## src/rtl/map_ram.sv

```systemverilog
// Writable tile-map store: built-in border/empty init sequencer, 1-cycle registered read port,
// game-logic write port with dropped-write error pulse, and out-of-bounds read substitution.
module map_ram #(
  parameter int MAP_W_LOG2   = 3,
  parameter int MAP_H_LOG2   = 3,
  parameter int CELL_W       = 2,
  parameter int BORDER_VALUE = 1,
  parameter int OOB_VALUE    = 1
) (
  input  logic                  clk,
  input  logic                  rst,
  input  logic                  init_start,
  output logic                  init_busy,
  output logic                  init_done,
  input  logic                  rd_en,
  input  logic [MAP_W_LOG2:0]   rd_x,
  input  logic [MAP_H_LOG2:0]   rd_y,
  output logic                  rd_valid,
  output logic [CELL_W-1:0]     rd_data,
  input  logic                  wr_en,
  input  logic [MAP_W_LOG2:0]   wr_x,
  input  logic [MAP_H_LOG2:0]   wr_y,
  input  logic [CELL_W-1:0]     wr_data,
  output logic                  wr_err
);

  localparam int AW = MAP_W_LOG2 + MAP_H_LOG2;
  localparam int N  = 1 << AW;
  localparam logic [CELL_W-1:0] LP_BORDER = CELL_W'(BORDER_VALUE);
  localparam logic [CELL_W-1:0] LP_OOB    = CELL_W'(OOB_VALUE);

  typedef enum logic {S_INIT, S_READY} state_t;

  state_t              r_state, w_state_nxt;
  logic [AW-1:0]       r_cnt, w_cnt_nxt;
  logic [CELL_W-1:0]   r_mem [N];

  logic                    w_ready, w_last, w_init_wr, w_is_border;
  logic [MAP_W_LOG2-1:0]   w_init_x;
  logic [MAP_H_LOG2-1:0]   w_init_y;
  logic [CELL_W-1:0]       w_init_val;
  logic                    w_rd_oob, w_wr_oob, w_rd_go, w_wr_ok;
  logic [AW-1:0]           w_rd_addr, w_wr_addr;

  assign w_ready     = (r_state == S_READY);
  assign w_last      = (r_cnt == AW'(N - 1));
  assign w_init_x    = r_cnt[MAP_W_LOG2-1:0];
  assign w_init_y    = r_cnt[AW-1:MAP_W_LOG2];
  assign w_is_border = (w_init_x == '0) || (w_init_x == '1) ||
                       (w_init_y == '0) || (w_init_y == '1);
  assign w_init_val  = w_is_border ? LP_BORDER : '0;
  assign w_init_wr   = (r_state == S_INIT) && !rst;

  assign w_rd_oob  = rd_x[MAP_W_LOG2] | rd_y[MAP_H_LOG2];
  assign w_wr_oob  = wr_x[MAP_W_LOG2] | wr_y[MAP_H_LOG2];
  assign w_rd_addr = {rd_y[MAP_H_LOG2-1:0], rd_x[MAP_W_LOG2-1:0]};
  assign w_wr_addr = {wr_y[MAP_H_LOG2-1:0], wr_x[MAP_W_LOG2-1:0]};
  assign w_rd_go   = rd_en && w_ready && !rst;
  // An init_start in the same cycle claims the array, so the write loses.
  assign w_wr_ok   = wr_en && w_ready && !init_start && !w_wr_oob && !rst;

  always_ff @(posedge clk) begin
    if (rst) begin
      r_state <= S_INIT;
      r_cnt   <= '0;
    end else begin
      r_state <= w_state_nxt;
      r_cnt   <= w_cnt_nxt;
    end
  end

  always_comb begin
    w_state_nxt = r_state;
    w_cnt_nxt   = r_cnt;
    init_busy   = 1'b0;
    init_done   = 1'b0;
    case (r_state)
      S_INIT: begin
        init_busy = 1'b1;
        w_cnt_nxt = r_cnt + 1'b1;
        if (w_last) begin
          init_done   = 1'b1;
          w_state_nxt = S_READY;
          w_cnt_nxt   = '0;
        end
      end
      S_READY: begin
        if (init_start) begin
          w_state_nxt = S_INIT;
          w_cnt_nxt   = '0;
        end
      end
    endcase
    if (rst) begin
      init_busy = 1'b1;
      init_done = 1'b0;
    end
  end

  // Contents are deliberately not reset; the sequencer defines them.
  always_ff @(posedge clk) begin
    if (w_init_wr)
      r_mem[r_cnt] <= w_init_val;
    else if (w_wr_ok)
      r_mem[w_wr_addr] <= wr_data;
  end

  always_ff @(posedge clk) begin
    if (rst) begin
      rd_valid <= 1'b0;
      rd_data  <= '0;
      wr_err   <= 1'b0;
    end else begin
      rd_valid <= w_rd_go;
      if (w_rd_go)
        rd_data <= w_rd_oob ? LP_OOB : r_mem[w_rd_addr];
      wr_err <= wr_en && !w_wr_ok;
    end
  end

endmodule

```

## config.mk

```make
export PLATFORM = sky130hd
export DESIGN_NAME = map_ram
export DESIGN_NICKNAME = d
export VERILOG_FILES = /design/src/rtl/map_ram.sv
export SDC_FILE = /design/constraint.sdc
export NUM_CORES = 1
export LEC_CHECK = 0
export BUFFER_PORTS_ARGS = -buffer_cell sky130_fd_sc_hd__buf_2
export CAP_MARGIN = 10
export CORE_MARGIN = 2
export CORE_UTILIZATION = 45
export CTS_BUF_LIST = sky130_fd_sc_hd__clkbuf_16
export DETAILED_ROUTE_END_ITERATION = 12
export MAX_ROUTING_LAYER = met4
export PLACE_DENSITY_LB_ADDON = 0.2
export SKIP_LAST_GASP = 1
export SLEW_MARGIN = 20
export SYNTH_ARGS = -nofsm -noshare
export SYNTH_HDL_FRONTEND = slang
export SYNTH_SLANG_ARGS = --single-unit
```

## constraint.sdc

```tcl
create_clock -name clk -period 9.4 [get_ports clk]
set_clock_uncertainty 0.1 [all_clocks]
set_input_delay 0.94 -clock clk [delete_from_list [all_inputs] [get_ports clk]]
set_output_delay 0.94 -clock clk [all_outputs]
set_load 0.01 [all_outputs]
```

Word-level counts from Yosys, hierarchy flattened
Memories as Yosys holds them, arrays and structs flattened.
Index checks and enable logic that the tools add are counted.
- input port bits: 23
- memories kept: 1
- register bits after elaboration: 11
- memory bits (writable): 128
- word-level logic and storage cells: 52
- output and inout bits: 6
- $add $sub $neg: 1
- bitwise logic cells: 3
- reductions and logical operators: 18
- mux-type cells: 20
- equality and inequality tests: 4
- memories (name ; depth ; width ; read ports ; clocked after memory_dff ; write ports ; RTL line ; source):
    r_mem ; 64 ; 2 ; 1 ; 0 ; 1 ; 36 ; logic [CELL_W-1:0] r_mem [N];
- operator list (cell ; number):
    6-bit 2-to-1 mux ; 3
    1-bit 2-to-1 mux ; 13
    6-bit one-hot mux with 2 select lines ; 1
    1-bit logical AND ; 8
    6-bit by 1-bit adder with 6-bit output (second input constant) ; 1
    3-bit == test (second input constant) ; 2
    6-bit == test (second input constant) ; 1
    3-bit zero test ; 2
    1-bit zero test ; 4
    2-bit 2-to-1 mux ; 2
    1-bit logical OR ; 3
    2-bit inequality test (second input constant) ; 1
    1-bit OR ; 2
    1-bit one-hot mux with 2 select lines ; 1
    2-bit OR reduction ; 1
    1-bit inverter ; 1

Logic depth before layout (Yosys ltp)
- depth in word-level cells: 9
- depth in mapped cells: 8

Worst setup path after synthesis
OpenSTA, ideal clock, no wires.
- path kind: input port to flip-flop
- start point: input port rst
- end point: memory r_mem[0][0] (data pin)
- setup slack: 5275 ps
- cell stages on the path: 4
- arrival: 3441 ps
- path buffers: 1
- library setup time: 585 ps
- cells stage by stage: nor3b_4 > nand3_1 > buf_2 > a41oi_1
- longest elaborated chain between the ends: 7
- elaborated cells on any way between the ends: 8
- those cells by class: 4 x mux; 4 x reduce/logical
- ends and longest elaborated chain (what ; RTL line ; source):
    from (decl) ; 11 ; input logic rst,
    1-bit zero test * ; 52, 60 ;
    1-bit logical AND ; 60 ; assign w_wr_ok = wr_en && w_ready && !init_start && !w_wr_oob && !rst;
    1-bit 2-to-1 mux ; 104 ; else if (w_wr_ok)
    1-bit 2-to-1 mux * ; 102 ; if (w_init_wr)
    1-bit 2-to-1 mux (implied by the code) * ; 105 ; r_mem[w_wr_addr] <= wr_data;
    2-bit OR reduction (no line) * ; n/a ;
    2-bit 2-to-1 mux (no line) * ; n/a ;
    to (decl) ; 36 ;
Mark *: on every way between the ends. The rest lies on a longest branch, timed or not.

Worst setup path in the final report
- start point: input port rst
- end point: memory r_mem[11][1] (enable)
- longest elaborated chain between the ends: 7
- elaborated cells on any way between the ends: 11
- those cells by class: 7 x mux; 4 x reduce/logical
- ends and longest elaborated chain (what ; RTL line):
    1-bit zero test * ; 52, 60
    1-bit logical AND ; 60
    1-bit 2-to-1 mux ; 104
    1-bit 2-to-1 mux ; 102
    1-bit 2-to-1 mux (implied by the code) ; 105
    2-bit OR reduction (no line) ; n/a
    6-bit 2-to-1 mux (no line) or 1-bit 2-to-1 mux (tied branches) ; n/a
Marks and branches as above.

==> flow_summary.yaml <==
synthesis:
  ys_warn_count: 0
  synth-edff-count: 128
  synth_area_leaders: "edfxtp_1 63%, mux4_2 11%, nor2_1 5.0%"
  synth_top_area_share_pct: 62.83
  synth_ff_type: "edfxtp_1"
  synthArstFlopShare_pct: 0
  yosysMostFrequentCell: "edfxtp_1"
  synthCells: 414
  postSynthAreaPerCell_um2: 14.78
  ys_types: 46
  synth_fp_nets: 439
  yosys.area.top_type: "edfxtp_1"
  ys_ff_latch: 139
  ys_top_cells_by_count: "128 x edfxtp_1, 81 x nor2_1, 29 x mux4_2"
  netlist_area_um2: 6117
  ys_seq_area_share_pct: 66.43
setup_path:
  cp_num_buf_inv: 1
  start_kind: "primary input"
  worstPathArrival_ns: 3.34
  crit_chain: "buf_2 > nor3b_4 > nand3_1 > o32ai_1 > o21ai_1 > nor2_1"
  cp_slowest_cell: "o21ai_1"
  rr_startpoint: "r_state"
  crit_type: "primary input to flip-flop"
  crit_start: "rst"
  max_stage_delay_ns: 0.51
  end_kind: "flip-flop"
  crit_family: "simple AND/OR/NAND/NOR gates"
  cp_data_required_time_ns: 9.40
  cp_max_fo: 12
power_and_ir_drop:
  clockPowerShare_pct: 47.6
  internal-power_mw: 1.103
  irDropWorstVdd_uv: 113.4
  p_leak_nw: 2.263
  power.density_nw_per_um2: 199.2
  p_switching_mw: 0.2853
  seqPwrFrac_pct: 48.3
  p_total_mw: 1.389
  power.share.combinational_pct: 4.2
  p_sw_share_pct: 20.55
final_layout:
  num_antenna_cells: 0
  nNetsFinal: 465
  drive_gt1_share_pct: 21.63
  syn2layout_area_growth_pct: 13.99
clock_tree:
  post_cts_buffers: 0
  cts_made_buffers: 17
  root_buffer: "clkbuf_16"
  path_clk_slew_ns: 0.06
  cts_tree: "built"
  htree_levels: 4
  postCtsHoldBufs: 0
  cts.sinks: 139
  cts-resized-gates: 0
  clk_latency_ns: 0.42
  cts.path.max_buffers: 2
die:
  ios: 29
  initial_core_util_pct: 46.19
  fp.dieArea_um2: 14540
  core.rowCount: 42
  die_w_um: 120.6
  dieHeight_um: 120.6
  design.core.area_um2: 13240
place:
  port_buffers: 28
  gp_congestion: 0.8191
  hpwl_um: 8679
sta:
  tightest_slew_ns: 1.012
  slew_headroom_pct: 32.51
  hold_violations: 0
  rsz0062_at_grt: "no"
  fmax_ghz: 0.2987
  setup_viol: 0
  period_share_pct: 35.61
  fin_setup_tns_ns: 0
  slew_violations: 0
  min_period_ns: 3.348
route:
  top_layer: "met4"
  dr.pass1.iters: 5
  wl_per_cell_um: 21.48
  wl_met3_um: 768
  drc_errors: 0
  routed-wl-met2_um: 6277
  ant_nets: 0
  via_per_inst: 5.725
  vias: 3601
  drt_first_iter_violations: 290
  routedLengthMet1_um: 6257
  routed_wl_um: 13510
run:
  maxCapViolCount: 0
grt:
  antenna_found_initial: 0
  grt_pass1_wl_um: 20800
  track_usage_pct: 20.53
  grt_pass1_vias: 3648
  overflow: 0
  grt_max_degree: 65
run_status:
  status: "finished, final reports clean"
worst_hold_path:
  hold_path.startpoint: "r_cnt[4]"
  hold_class: "flip-flop to flip-flop"
-- sequential cells by signal (all words and copies together) (netlist names) --
name      flops
rd_data       2
rd_valid      1
wr_err        1
r_cnt         6
r_mem       128
r_state       1
-- cells in the final DEF, fill, tap and decap left out, types with 2 or more instances in the layout --
| cell type | count |
|---|---|
| a21oi_1 | 7 |
| a22oi_1 | 2 |
| a311oi_1 | 2 |
| a32oi_1 | 2 |
| a41oi_1 | 2 |
| and2_1 | 2 |
| and3_1 | 3 |
| buf_2 | 28 |
| bufinv_16 | 3 |
| clkbuf_16 | 17 |
| clkinv_2 | 5 |
| clkinv_4 | 3 |
| dfxtp_1 | 11 |
| edfxtp_1 | 128 |
| ha_1 | 2 |
| inv_1 | 9 |
| mux2_2 | 4 |
| mux2i_1 | 24 |
| mux4_2 | 29 |
| nand2_1 | 21 |
| nand2b_1 | 8 |
| nand3_1 | 11 |
| nand3b_1 | 4 |
| nor2_1 | 81 |
| nor2b_1 | 4 |
| nor3_1 | 5 |
| nor3b_1 | 2 |
| o21ai_0 | 6 |
| o21ai_1 | 3 |
| or2_2 | 3 |
| or3_1 | 3 |
-- layout make-up --
type                            count  area (um^2)
Multi-Input combinational cell    247         1933
Fill cell                        1135         6270
Inverter                            6        22.52
Tap cell                          176        220.2
Clock inverter                     15        160.2
Sequential cell                   139         4064
Timing Repair Buffer               29        147.6
Clock buffer                       17        425.4
-- power by group through the flow --
stage | clock network (mW) | logic, mW | registers (mW)
2_1_floorplan | 0 | 0.0397 | 0.682
3_3_place_gp | 0 | 0.0575 | 0.683
3_5_place_dp | 0 | 0.0578 | 0.683
4_1_cts | 0.665 | 0.0582 | 0.670
5_1_grt | 0.691 | 0.0626 | 0.671
6_report | 0.660 | 0.0578 | 0.670
-- cell families after synthesis --
| family | count (synthesis) | share of synthesized area [%] |
|---|---|---|
| and+or+nand+nor | 152 | 11.45 |
| adders and majority gates | 2 | 0.4090 |
| DFF | 139 | 66.43 |
| AOI/OAI and AO/OA | 36 | 4.050 |
| buffers and inverters | 28 | 2.311 |
| muxes | 57 | 15.34 |
-- worst min-delay path, delay by kind of cell, from the launching register on --
kind | cells | cell delay [ns]
flip-flops | 1 | 0.36
AO/OA/AOI/OAI | 2 | 0.15
-- metal layers --
| layer | track usage [%] | up-vias |
|---|---|---|
| met5 | - | - |
| met4 | 7.776 | 0 |
| met3 | 4.953 | 17 |
| met2 | 30.40 | 117 |
| met1 | 27.83 | 1826 |
| li1 | - | 1641 |
-- final timing paths --
| kind | end | slack (ns) | cells after the start |
|---|---|---|---|
| max | r_mem[11][1] | 6.05 | 6 |
| max reg2reg | r_mem[11][1] | 6.07 | 5 |
| min | r_cnt[4] | 0.46 | 2 |
| min reg2reg | r_cnt[4] | 0.46 | 2 |
-- through the flow --
| stage | hold slack [ns] | cell area (um^2) | std cells | utilization (%) | worst slack, ns |
|---|---|---|---|---|---|
| floorplan | 0.3909 | 6117 | 414 | - | 5.275 |
| global placement | 0.4488 | 6386 | 597 | 48.22 | 5.649 |
| detailed placement | 0.4497 | 6386 | 597 | 48.22 | 5.689 |
| CTS | 0.4580 | 6972 | 629 | 52.65 | 6.090 |
| global route | 0.5111 | 6973 | 629 | 52.65 | 5.843 |
| finish | 0.4639 | 6973 | 629 | 52.65 | 6.052 |
No activity file was read; power rests on OpenSTA's default activity.
